===== src/rtl/video_pkg.sv =====
// Shared video types and default 1080p timing for the transmit path.
package video_pkg;

    typedef logic [23:0] pixel_t;

    typedef enum logic [1:0] {
        StIdle,
        StWaitSof,
        StRun
    } tx_state_e;

    localparam int unsigned H_WIDTH_1080P    = 1920;
    localparam int unsigned H_START_1080P    = 2008;
    localparam int unsigned H_SYNC_END_1080P = 2052;
    localparam int unsigned H_TOTAL_1080P    = 2200;
    localparam int unsigned V_HEIGHT_1080P   = 1080;
    localparam int unsigned V_START_1080P    = 1084;
    localparam int unsigned V_SYNC_END_1080P = 1089;
    localparam int unsigned V_TOTAL_1080P    = 1125;

    function automatic int unsigned cnt_w(input int unsigned total);
        return (total > 1) ? $clog2(total) : 1;
    endfunction

endpackage


===== src/rtl/raster_gen.sv =====
// Raster h/v counters with active-area, sync-window and end-of-frame qualifiers.
module raster_gen
    import video_pkg::*;
#(
    parameter int unsigned H_WIDTH    = H_WIDTH_1080P,
    parameter int unsigned H_START    = H_START_1080P,
    parameter int unsigned H_SYNC_END = H_SYNC_END_1080P,
    parameter int unsigned H_TOTAL    = H_TOTAL_1080P,
    parameter int unsigned V_HEIGHT   = V_HEIGHT_1080P,
    parameter int unsigned V_START    = V_START_1080P,
    parameter int unsigned V_SYNC_END = V_SYNC_END_1080P,
    parameter int unsigned V_TOTAL    = V_TOTAL_1080P
) (
    input  logic clk_i,
    input  logic rst_i,
    input  logic en_i,
    input  logic clr_i,
    output logic act_o,
    output logic hs_a_o,
    output logic vs_a_o,
    output logic origin_o,
    output logic eof_o
);
    localparam int unsigned HW = cnt_w(H_TOTAL);
    localparam int unsigned VW = cnt_w(V_TOTAL);

    logic [HW-1:0] h_q, h_d;
    logic [VW-1:0] v_q, v_d;
    logic [31:0]   h, v;
    logic          h_end, v_end;

    // Compare in 32 bits so timing values near the counter limit never truncate.
    assign h     = 32'(h_q);
    assign v     = 32'(v_q);
    assign h_end = (h == H_TOTAL - 1);
    assign v_end = (v == V_TOTAL - 1);

    always_comb begin
        h_d = h_q;
        v_d = v_q;
        if (clr_i) begin
            h_d = '0;
            v_d = '0;
        end else if (en_i) begin
            if (h_end) begin
                h_d = '0;
                v_d = v_end ? '0 : v_q + VW'(1);
            end else begin
                h_d = h_q + HW'(1);
            end
        end
    end

    always_ff @(posedge clk_i) begin
        if (rst_i) begin
            h_q <= '0;
            v_q <= '0;
        end else begin
            h_q <= h_d;
            v_q <= v_d;
        end
    end

    assign act_o    = (h < H_WIDTH) && (v < V_HEIGHT);
    assign hs_a_o   = (h >= H_START) && (h < H_SYNC_END);
    assign vs_a_o   = (v >= V_START) && (v < V_SYNC_END);
    assign origin_o = (h_q == '0) && (v_q == '0);
    assign eof_o    = h_end && v_end;

endmodule


===== src/rtl/video_tx.sv =====
// Video transmit: raster generation, SOF-aligned pixel pull and underflow/resync flags.
// Define VIDEO_TX_UNDERFLOW_REPEAT_EN to repeat the last consumed pixel on underflow.
module video_tx
    import video_pkg::*;
#(
    parameter int unsigned H_WIDTH    = H_WIDTH_1080P,
    parameter int unsigned H_START    = H_START_1080P,
    parameter int unsigned H_SYNC_END = H_SYNC_END_1080P,
    parameter int unsigned H_TOTAL    = H_TOTAL_1080P,
    parameter int unsigned V_HEIGHT   = V_HEIGHT_1080P,
    parameter int unsigned V_START    = V_START_1080P,
    parameter int unsigned V_SYNC_END = V_SYNC_END_1080P,
    parameter int unsigned V_TOTAL    = V_TOTAL_1080P,
    parameter bit          HS_POL     = 1'b1,
    parameter bit          VS_POL     = 1'b1
) (
    input  logic        clk_i,
    input  logic        rst_i,
    input  logic        en_i,
    input  logic        pix_valid_i,
    input  logic        pix_sof_i,
    input  logic [23:0] pix_data_i,
    output logic        pix_ready_o,
    output logic        vout_hs_o,
    output logic        vout_vs_o,
    output logic        vout_de_o,
    output logic [23:0] vout_data_o,
    output logic        frame_start_o,
    output logic        underflow_o,
    output logic        resync_o,
    input  logic        clr_i
);
    tx_state_e state_q, state_d;
    logic      run, act, hs_a, vs_a, origin, eof;
    logic      run_act, pix_ok, uf_set, rs_set;
    logic      hs_q, hs_d, vs_q, vs_d, de_q, de_d, fs_q, fs_d;
    logic      uf_q, uf_d, rs_q, rs_d;
    pixel_t    data_q, data_d;

    assign run     = en_i && (state_q != StIdle);
    assign run_act = run && (state_q == StRun) && act;
    // A beat is displayed only when its SOF tag matches the raster origin.
    assign pix_ok  = run_act && pix_valid_i && (pix_sof_i == origin);
    assign uf_set  = run_act && !pix_valid_i;
    assign rs_set  = run_act && pix_valid_i && (pix_sof_i != origin);

    raster_gen #(
        .H_WIDTH    (H_WIDTH),
        .H_START    (H_START),
        .H_SYNC_END (H_SYNC_END),
        .H_TOTAL    (H_TOTAL),
        .V_HEIGHT   (V_HEIGHT),
        .V_START    (V_START),
        .V_SYNC_END (V_SYNC_END),
        .V_TOTAL    (V_TOTAL)
    ) u_raster (
        .clk_i    (clk_i),
        .rst_i    (rst_i),
        .en_i     (run),
        .clr_i    (!run),
        .act_o    (act),
        .hs_a_o   (hs_a),
        .vs_a_o   (vs_a),
        .origin_o (origin),
        .eof_o    (eof)
    );

    always_ff @(posedge clk_i) begin
        if (rst_i) state_q <= StIdle;
        else       state_q <= state_d;
    end

    always_comb begin
        state_d = state_q;
        if (!en_i) begin
            state_d = StIdle;
        end else begin
            case (state_q)
                StIdle:    state_d = StWaitSof;
                StWaitSof: if (eof && pix_valid_i && pix_sof_i) state_d = StRun;
                StRun:     if (rs_set) state_d = StWaitSof;
                default:   state_d = StIdle;
            endcase
        end
    end

    always_comb begin
        pix_ready_o = 1'b0;
        if (en_i && !rst_i) begin
            case (state_q)
                StWaitSof: pix_ready_o = pix_valid_i && !pix_sof_i;
                StRun:     pix_ready_o = act && !(pix_sof_i && !origin);
                default:   pix_ready_o = 1'b0;
            endcase
        end
    end

`ifdef VIDEO_TX_UNDERFLOW_REPEAT_EN
    pixel_t hold_q, hold_d;

    assign hold_d = pix_ok ? pix_data_i : hold_q;

    always_ff @(posedge clk_i) begin
        if (rst_i) hold_q <= '0;
        else       hold_q <= hold_d;
    end
`endif

    always_comb begin
        hs_d   = ~HS_POL;
        vs_d   = ~VS_POL;
        de_d   = 1'b0;
        fs_d   = 1'b0;
        data_d = '0;
        if (run) begin
            hs_d = hs_a ? HS_POL : ~HS_POL;
            vs_d = vs_a ? VS_POL : ~VS_POL;
            de_d = act;
            fs_d = (state_q == StRun) && origin;
            if (pix_ok) data_d = pix_data_i;
`ifdef VIDEO_TX_UNDERFLOW_REPEAT_EN
            else if (uf_set) data_d = hold_q;
`endif
        end
    end

    // Set beats clear when both land in the same cycle.
    assign uf_d = uf_set || (uf_q && !clr_i);
    assign rs_d = rs_set || (rs_q && !clr_i);

    always_ff @(posedge clk_i) begin
        if (rst_i) begin
            hs_q   <= ~HS_POL;
            vs_q   <= ~VS_POL;
            de_q   <= 1'b0;
            fs_q   <= 1'b0;
            data_q <= '0;
            uf_q   <= 1'b0;
            rs_q   <= 1'b0;
        end else begin
            hs_q   <= hs_d;
            vs_q   <= vs_d;
            de_q   <= de_d;
            fs_q   <= fs_d;
            data_q <= data_d;
            uf_q   <= uf_d;
            rs_q   <= rs_d;
        end
    end

    assign vout_hs_o     = hs_q;
    assign vout_vs_o     = vs_q;
    assign vout_de_o     = de_q;
    assign vout_data_o   = data_q;
    assign frame_start_o = fs_q;
    assign underflow_o   = uf_q;
    assign resync_o      = rs_q;

endmodule

===== config.mk =====
export PLATFORM = sky130hd
export DESIGN_NAME = video_tx
export DESIGN_NICKNAME = d
export VERILOG_FILES = /design/src/rtl/video_pkg.sv /design/src/rtl/raster_gen.sv /design/src/rtl/video_tx.sv
export SDC_FILE = /design/constraint.sdc
export NUM_CORES = 1
export LEC_CHECK = 0
export ABC_AREA = 1
export BUFFER_PORTS_ARGS = -buffer_cell sky130_fd_sc_hd__buf_2
export CORE_MARGIN = 2
export CORE_UTILIZATION = 40
export CTS_CLUSTER_SIZE = 12
export DETAILED_ROUTE_END_ITERATION = 16
export PLACE_DENSITY = 0.61
export SYNTH_ARGS = -nofsm -noshare
export SYNTH_HDL_FRONTEND = slang
export SYNTH_HIERARCHICAL = 1
export SYNTH_SLANG_ARGS = --single-unit

===== constraint.sdc =====
create_clock -name clk_i -period 4.7 [get_ports clk_i]
set_input_delay 0 -clock clk_i [delete_from_list [all_inputs] [get_ports clk_i]]
set_output_delay 0 -clock clk_i [all_outputs]
set_load 0.05 [all_outputs]

==> out/qor.txt, run 1 <==
# diodes = 0
global placement routability congestion = 0.891
status = complete, no violations
global-route wire length before repair = 10,900 um
CP required = 4.96 ns
post-synthesis sequential area ratio = 41.6%
GRT overflow = 0
area occupied by multi-input gates = 1200 sq um
die area = 7280 sq um
Max Slew Vio Count = 0
minimum clock period = 2.46 ns
Register Area = 1100 sq um
CTS Sinks = 55
Main synth FF type = dfxtp_1
most frequent cells after synthesis = 77 x inv_1, 77 x nand2_1, 55 x dfxtp_1
R2R setup slack = 2.24 ns
EDFF count, synth = 0
Crit Path Max Fanout = 7
PostCTS Resize Cnt = 0
core area = 6390 sq um
clk root buf = clkbuf_8
final setup TNS = 0 ns
routed vias = 2,522
number of routed nets with antenna violations = 0
number of global-route vias before repair = 2,504
Unique masters post-synth = 33
DRT iter0 DRCs = 119
nets = 503
Worst Skew = 0.0107 ns
Initial Util = 41.4%
relative slew slack = 50.5%
die width = 85.3 um
Yosys warnings = 6
drt drc = 0
TritonCTS clock tree = built
post-CTS setup buffer count = 0
Place WS = 2.47 ns
RSZ-0062 raised after global routing = false
Worst-path clk slew = 0.11 ns
CTS buffer count = 5
fin worst setup slack = 2.24 ns
fin crit share = 52.3%
die height = 85.3 um
drt wl/cell = 11.6 um
Worst Hold Class = input port to flop
Synth area leader = dfxtp_1
final setup fails = 0
startpoint types = flop
Avg Inst Size Synth = 7.05 sq um
Synth top area share = 41.6%
pin count of the biggest net entering global routing = 25
fmax = 407 MHz
P per Cell Area = 240 nW/um^2
worst slew pin tran = 0.736 ns
Post-DP HPWL = 4440 um
FF+latch count, synth = 55
initial antenna violation count = 0
Final Hold Violating Endpoints = 0
Total GRT Usage = 18.2%
syn_nets = 413
total wire length = 6280 um
maximum resistive drop on vdd = 0.206 mV
Worst Setup Path Type = flop to flop
endpoint type of the worst setup path = flop
Synth-to-Final Area Change = 27.9%
Post-synth ARST share = 0%
share of layout cells above drive strength 1 = 21.9%
Cells after Synth = 375
Post-Syn Area = 2650 sq um
worst-skew pair later-pin latency = 0.31 ns
clock buffer depth = 2
dominant cells by area after synthesis = dfxtp_1 42%, inv_1 11%, nand2_1 11%, nor2_1 6.2%, nor2_2 4.7%
FP Rows = 29
IO buf count = 60
number of vias per cell = 4.64
H-tree depth = 2
max cap viols = 0
Layout fillers = 612
I/O Pins = 61
critical path arrival = 2.72 ns
Pleak = 1.67 nW
TritonRoute pass-1 iters = 4
[where the power goes]
group / switching [mW] / leakage [nW] / total, mW / internal, mW
registers: 0.000863 / 0.443 / 0.468 / 0.467
clock network: 0.172 / 0.0515 / 0.285 / 0.113
logic: 0.0299 / 1.17 / 0.0604 / 0.0305
total: 0.203 / 1.67 / 0.813 / 0.611
[state kept, by name (all words and copies together), names as in the netlist]
| register | count |
|---|---|
| frame_start_o | 1 |
| state_q | 2 |
| vout_hs_o | 1 |
| u_raster/h_q | 12 |
| u_raster/v_q | 11 |
| underflow_o | 1 |
| resync_o | 1 |
| vout_de_o | 1 |
| vout_data_o | 24 |
| vout_vs_o | 1 |
[final timing paths]
| path | start | end | cells after the start |
|---|---|---|---|
| setup / recovery | u_raster/v_q[0] | resync_o | 10 |
| hold / removal | pix_valid_i | underflow_o | 4 |
| setup reg to reg | u_raster/v_q[0] | resync_o | 10 |
| hold reg to reg | underflow_o | underflow_o | 2 |
[area by class of cell]
cell class              count  area share (%)
clock buffers               5            2.03
clock inverters             3           0.999
inverters                  83            9.21
multi-input cells         233            35.5
flip-flops and latches     55            32.5
well taps                  77            2.85
repair buffers             87            16.9
[critical path, stage by stage (launching register included)]
cell and delay (ns):
dfxtp_1 0.39, inv_1 0.12, ha_1 0.19, nand4_1 0.10
nor4_1 0.28, inv_1 0.10, ha_1 0.33, inv_1 0.07
nand3_1 0.10, a21oi_1 0.15, dlygate4sd3_1 0.58
[through the flow]
stage	hold WS (ns)	util, %	area, sq um	power, mW	cells
final	0.0376	53.0	3380	0.813	543
after global routing	0.0586	53.0	3380	0.850	543
after CTS	0.0356	53.0	3380	0.823	543
after detailed placement	0.217	47.1	3010	0.522	508
after global placement	0.214	47.1	3010	0.521	508
after floorplan	0.0691	-	2650	0.503	375
[metal layers]
layer	vias up	track usage, %	part of all wire, %
met4	0	4.47	1.5
met1	1125	22.6	45
li1	1323	-	-
met2	64	31.9	48
met3	10	4.18	5.0
met5	-	0	0
[what timing repair did]
action	4_1_cts	5_1_grt
hold endpoints to repair	26	0
endpoints found under the setup margin	0	0
hold buffers	27	0
[kinds of logic after synthesis]
kind of cell	synth area share [%]
buf+inv	13.0
flops	41.6
compound gates	6.48
xor+xnor	1.66
fa+ha+maj	3.78
simple gates	33.5
[cells in the final DEF, fill, tap and decap left out, types with 2 or more instances in the layout]
cell type       n
nor2_2         20
ha_1            8
buf_2          60
inv_1          77
nor2_1         44
a21oi_1        18
nor4_1          3
nand2_2         3
nand4_1         7
inv_2           6
nand3_1        17
nand2_1        77
a211oi_1        2
nor3_1         11
o21ai_0         3
dfxtp_1        55
clkbuf_8        5
dlygate4sd3_1  27
xor2_1          5
nor2_4          2
Power figures use the tool's default switching activity.
==> run 2: changes to the inputs <==
- clock period: 4.7 -> 2.52 ns (I/O delays scaled with it)
==> out/qor.txt, run 2 (same netlist as run 1, synthesis figures left out) <==
clk root buf = clkbuf_8
IO buf count = 60 (unchanged)
Crit Path Max Fanout = 24 (+17)
FP Rows = 29 (unchanged)
Total Power = 1.52 mW (+87%)
total wire length = 6160 um (-1.8%)
critical path arrival = 2.44 ns (-0.28 ns)
initial antenna violation count = 0 (unchanged)
worst-skew pair later-pin latency = 0.31 ns (about the same)
Layout fillers = 615 (+0.49%)
grt met1 use = 21.7% (-0.88 points)
global placement routability congestion = 0.927 (+4.1%)
worst slew pin tran = 0.495 ns (-0.241 ns)
die height = 85.3 um (unchanged)
TritonCTS clock tree = built
number of flip-flops in the largest register = 24 (unchanged)
Synth-to-Final Area Change = 29.6%
Initial Util = 41.4% (unchanged)
Place WS = 0.246 ns (-2.22 ns)
P per Cell Area = 443 nW/um^2 (+84%)
global-route wire length before repair = 10,600 um (-2.7%)
H-tree depth = 2 (unchanged)
met3 Usage GRT = 4.96% (+0.78 points)
relative slew slack = 66.9% (+16 points)
cell area after placement = 3030 sq um (+0.50%)
CTS Sinks = 55 (unchanged)
most frequent cells in the layout = 77 x nand2_1, 76 x inv_1, 60 x buf_2
most common cell after layout, fill and taps aside = nand2_1
GRT overflow = 0 (unchanged)
Total GRT Usage = 17.9% (-0.31 points)
minimum clock period = 2.20 ns (-0.259 ns)
Pleak = 1.68 nW (+0.56%)
I/O Pins = 61 (unchanged)
endpoint type of the worst setup path = flop
maximum resistive drop on vdd = 0.345 mV (+68%)
max cap viols = 0 (unchanged)
nets = 504 (+0.20%)
share of layout cells above drive strength 1 = 24.8% (+3.0 points)
RSZ-0062 raised after global routing = false
CP required = 2.76 ns (-2.20 ns)
CTS buffer count = 5 (unchanged)
number of global-route vias before repair = 2,421 (-3.3%)
Worst Hold Class = input port to flop
gr busiest metal = met2
Worst Setup Path Type = flop to flop
final setup fails = 0 (unchanged)
number of vias per cell = 4.59 (-1.3%)
clock buffer depth = 2 (unchanged)
routed vias = 2,495 (-1.1%)
fmax = 455 MHz (+12%)
final setup TNS = 0 ns (unchanged)
DRT iter0 DRCs = 61 (-49%)
pin count of the biggest net entering global routing = 25 (unchanged)
Max Slew Vio Count = 0 (unchanged)
Final Hold Violating Endpoints = 0 (unchanged)
Final Cell Area = 3430 sq um (+1.3%)
core area = 6390 sq um (unchanged)
fin worst setup slack = 0.322 ns (-1.92 ns)
Post-DP HPWL = 4380 um (-1.4%)
fin crit share = 87.2% (+35 points)
status = complete, no violations
WHS = 0.00939 ns (-0.0282 ns)
drt drc = 0 (unchanged)
TritonRoute pass-1 iters = 4 (unchanged)
post-CTS setup buffer count = 0 (unchanged)
die width = 85.3 um (unchanged)
GRT met2 Usage = 30.8% (-1.1 points)
Worst-path clk slew = 0.11 ns (about the same)
number of routed nets with antenna violations = 0 (unchanged)
# diodes = 0 (unchanged)
startpoint types = flop
Worst Skew = 0.00829 ns (-0.00240 ns)
die area = 7280 sq um (unchanged)
drt wl/cell = 11.3 um (-2.0%)
==> run 2: changes by cell type in the layout (fill, tap and decap cells not counted), sizes merged <==
cell / previous run / this run
buf: 60 / 62
dlygate4sd3: 27 / 26
==> run 2: final cells by class <==
cell class              count  area [sq um]  area share [%]
multi-input cells         233          1230            35.9
well taps                  77          96.3            2.81
clock buffers               5          68.8            2.01
repair buffers             88           576            16.8
flip-flops and latches     55          1110            32.4
clock inverters             3          33.8           0.985
inverters                  83           312            9.09
==> run 2: final timing paths <==
| kind | depth (start not counted) | startpoint | slack, ns | endpoint |
|---|---|---|---|---|
| max reg2reg | 9 | u_raster/v_q[8] | 0.32 | vout_data_o[20] |
| min | 3 | pix_valid_i | 0.009 | resync_o |
| max | 9 | u_raster/v_q[8] | 0.32 | vout_data_o[20] |
| min reg2reg | 2 | underflow_o | 0.48 | underflow_o |
==> run 2: critical path, stage by stage, from the launching register on <==
cell,delay (ns)
dfxtp_4,0.38
inv_1,0.07
nand3_1,0.11
nor2_2,0.14
nand4_1,0.10
nor4_2,0.28
inv_1,0.12
ha_4,0.29
nand4_4,0.39
nor2_2,0.24
==> run 2: timing repair <==
item / CTS / global route
setup endpoints to repair: 0 / 1
resized for setup: 0 / 13
hold endpoints to repair: 26 / 0
hold buffers: 27 / 0
==> run 2: report_power, final <==
| part | total, mW | internal [mW] | switching [mW] |
|---|---|---|---|
| combinational | 0.114 | 0.0579 | 0.0558 |
| sequential | 0.872 | 0.871 | 0.00153 |
| clock | 0.532 | 0.210 | 0.322 |
==> run 2: metrics by stage <==
step,instances,util (%)
CTS,545,53.2
global placement,510,47.4
floorplan,375,-
finish,544,53.7
detailed placement,510,47.4
global route,544,53.7
==> run 2: per-layer routing <==
layer  vias up  wire length, um
li1       1324                -
met1      1102             2780
met2        59             2940
met3        10              331
met4         0              108
met5         -                0
==> run 3: changes to the inputs <==
- BUFFER_PORTS_ARGS: -buffer_cell sky130_fd_sc_hd__buf_2 -> -buffer_cell sky130_fd_sc_hd__buf_4
- CELL_PAD_IN_SITES_DETAIL_PLACEMENT: default -> 1
- CELL_PAD_IN_SITES_GLOBAL_PLACEMENT: default -> 1
- CORE_UTILIZATION: 40 -> 38
- PLACE_DENSITY: 0.61 -> 0.79
==> out/qor.txt, run 3 (same netlist as run 1, synthesis figures left out) <==
status = complete, no violations
Final Cell Area = 3560 sq um (+3.9%)
Worst Hold Class = input port to flop
GRT overflow = 0 (unchanged)
maximum resistive drop on vdd = 0.327 mV (-5.2%)
CTS Sinks = 55 (unchanged)
nets = 505 (+0.20%)
FP Rows = 30 (+3.4%)
critical path arrival = 2.64 ns (+0.20 ns)
fin crit share = 95.1% (+7.9 points)
# diodes = 0 (unchanged)
cell area after placement = 3180 sq um (+5.1%)
R2R depth = 8 (-1)
CP required = 2.77 ns (about the same)
Worst Skew = 0.0139 ns (+0.00559 ns)
Total GRT Usage = 23.3% (+5.4 points)
P per Cell Area = 437 nW/um^2 (-1.4%)
H-tree depth = 2 (unchanged)
TritonCTS clock tree = built
Worst-path clk slew = 0.12 ns (about the same)
max cap viols = 0 (unchanged)
number of global-route vias before repair = 2,731 (+13%)
Worst Setup Path Type = flop to flop
Max Slew Vio Count = 0 (unchanged)
die height = 87.4 um (+2.5%)
final setup fails = 0 (unchanged)
relative slew slack = 63.2% (-3.7 points)
initial antenna violation count = 0 (unchanged)
Post-DP HPWL = 5550 um (+27%)
die width = 87.4 um (+2.5%)
worst-skew pair later-pin latency = 0.33 ns (+0.02 ns)
RSZ-0062 raised after global routing = true
Synth-to-Final Area Change = 34.6%
Pleak = 1.70 nW (+1.4%)
die area = 7640 sq um (+5.0%)
CTS buffer count = 5 (unchanged)
cell count after placement = 513 (+0.59%)
clock buffer depth = 2 (unchanged)
Final Hold Violating Endpoints = 0 (unchanged)
TritonRoute pass-1 iters = 5 (+1)
I/O Pins = 61 (unchanged)
minimum clock period = 2.40 ns (+0.198 ns)
number of vias per cell = 4.89 (+6.7%)
Initial Util = 39.1% (-2.3 points)
worst slew pin tran = 0.550 ns (+0.0549 ns)
total wire length = 8650 um (+40%)
startpoint types = flop
clk root buf = clkbuf_8
share of layout cells above drive strength 1 = 22.6% (-2.2 points)
global-route wire length before repair = 13,600 um (+28%)
endpoint type of the worst setup path = flop
drt drc = 0 (unchanged)
Crit Path Max Fanout = 24 (unchanged)
core area = 6760 sq um (+5.8%)
number of routed nets with antenna violations = 0 (unchanged)
Final Non-Filler Cells = 548 (+0.74%)
most frequent cells in the layout = 77 x inv_1, 77 x nand2_1, 62 x buf_4
Hold Path Stages = 3 (unchanged)
post-CTS setup buffer count = 0 (unchanged)
global placement routability congestion = 0.852 (-8.0%)
routed vias = 2,682 (+7.5%)
DRT iter0 DRCs = 73 (+20%)
IO buf count = 60 (unchanged)
fmax = 417 MHz (-8.3%)
drt wl/cell = 15.8 um (+39%)
pin count of the biggest net entering global routing = 25 (unchanged)
number of flip-flops in the largest register = 24 (unchanged)
[run 3: changes by cell type in the layout (fill, tap and decap cells not counted), moves of 5 or more]
cell	previous run	this run
dfxtp_2	5	0
dfxtp_1	49	55
buf_2	60	0
buf_4	2	62
[run 3: path summary, 6_finish.rpt]
kind                   startpoint               to  slack, ns
setup / recovery  u_raster/v_q[0]  vout_data_o[22]       0.12
hold / removal        pix_valid_i         resync_o       0.05
setup reg to reg  u_raster/v_q[0]  vout_data_o[22]       0.12
hold reg to reg          resync_o         resync_o       0.49
[run 3: through the flow]
stage	worst slack [ns]	hold slack (ns)	setup TNS [ns]	power (mW)	utilization [%]
4_1_cts	0.152	0.0315	0	1.56	52.6
3_3_place_gp	0.273	0.190	0	0.985	47.1
3_5_place_dp	0.184	0.189	0	0.989	47.1
6_report	0.123	0.0450	0	1.55	52.7
2_1_floorplan	0.689	0.0691	0	0.939	-
5_1_grt	-0.0464	0.0613	-0.217	1.62	52.7
[run 3: timing repair]
action | CTS | global route
hold buffers | 27 | 0
resized for setup | 0 | 2
setup endpoints to repair | 0 | 22
hold endpoints to repair | 26 | 0
[run 3: worst max-delay path, cell delays in order (launching register included)]
cell	delay (ns)
dfxtp_1	0.39
inv_1	0.12
ha_1	0.21
nand4_1	0.14
nor4_2	0.29
inv_1	0.10
ha_1	0.34
nand4_4	0.43
nor2_2	0.29
[run 3: power breakdown]
group	switching, mW	leakage [nW]	internal [mW]
logic	0.0664	1.21	0.0706
clock network	0.334	0.0515	0.210
registers	0.00150	0.443	0.872
[run 3: cell type report]
type | instances | area (sq um)
Fill cell | 872 | 3200
Tap cell | 80 | 100
Clock inverter | 3 | 33.8
Multi-Input combinational cell | 233 | 1210
Clock buffer | 5 | 68.8
Sequential cell | 55 | 1100
Inverter | 83 | 312
Timing Repair Buffer | 89 | 736
[run 3: metal layers]
metal / wire length (um) / track usage [%] / up-vias / part of all wire (%)
met5: 0 / 0 / - / 0
met4: 242 / 8.95 / 0 / 2.8
met3: 376 / 5.40 / 17 / 4.3
met2: 4740 / 44.4 / 73 / 55
met1: 3300 / 24.2 / 1267 / 38
li1: - / - / 1325 / -
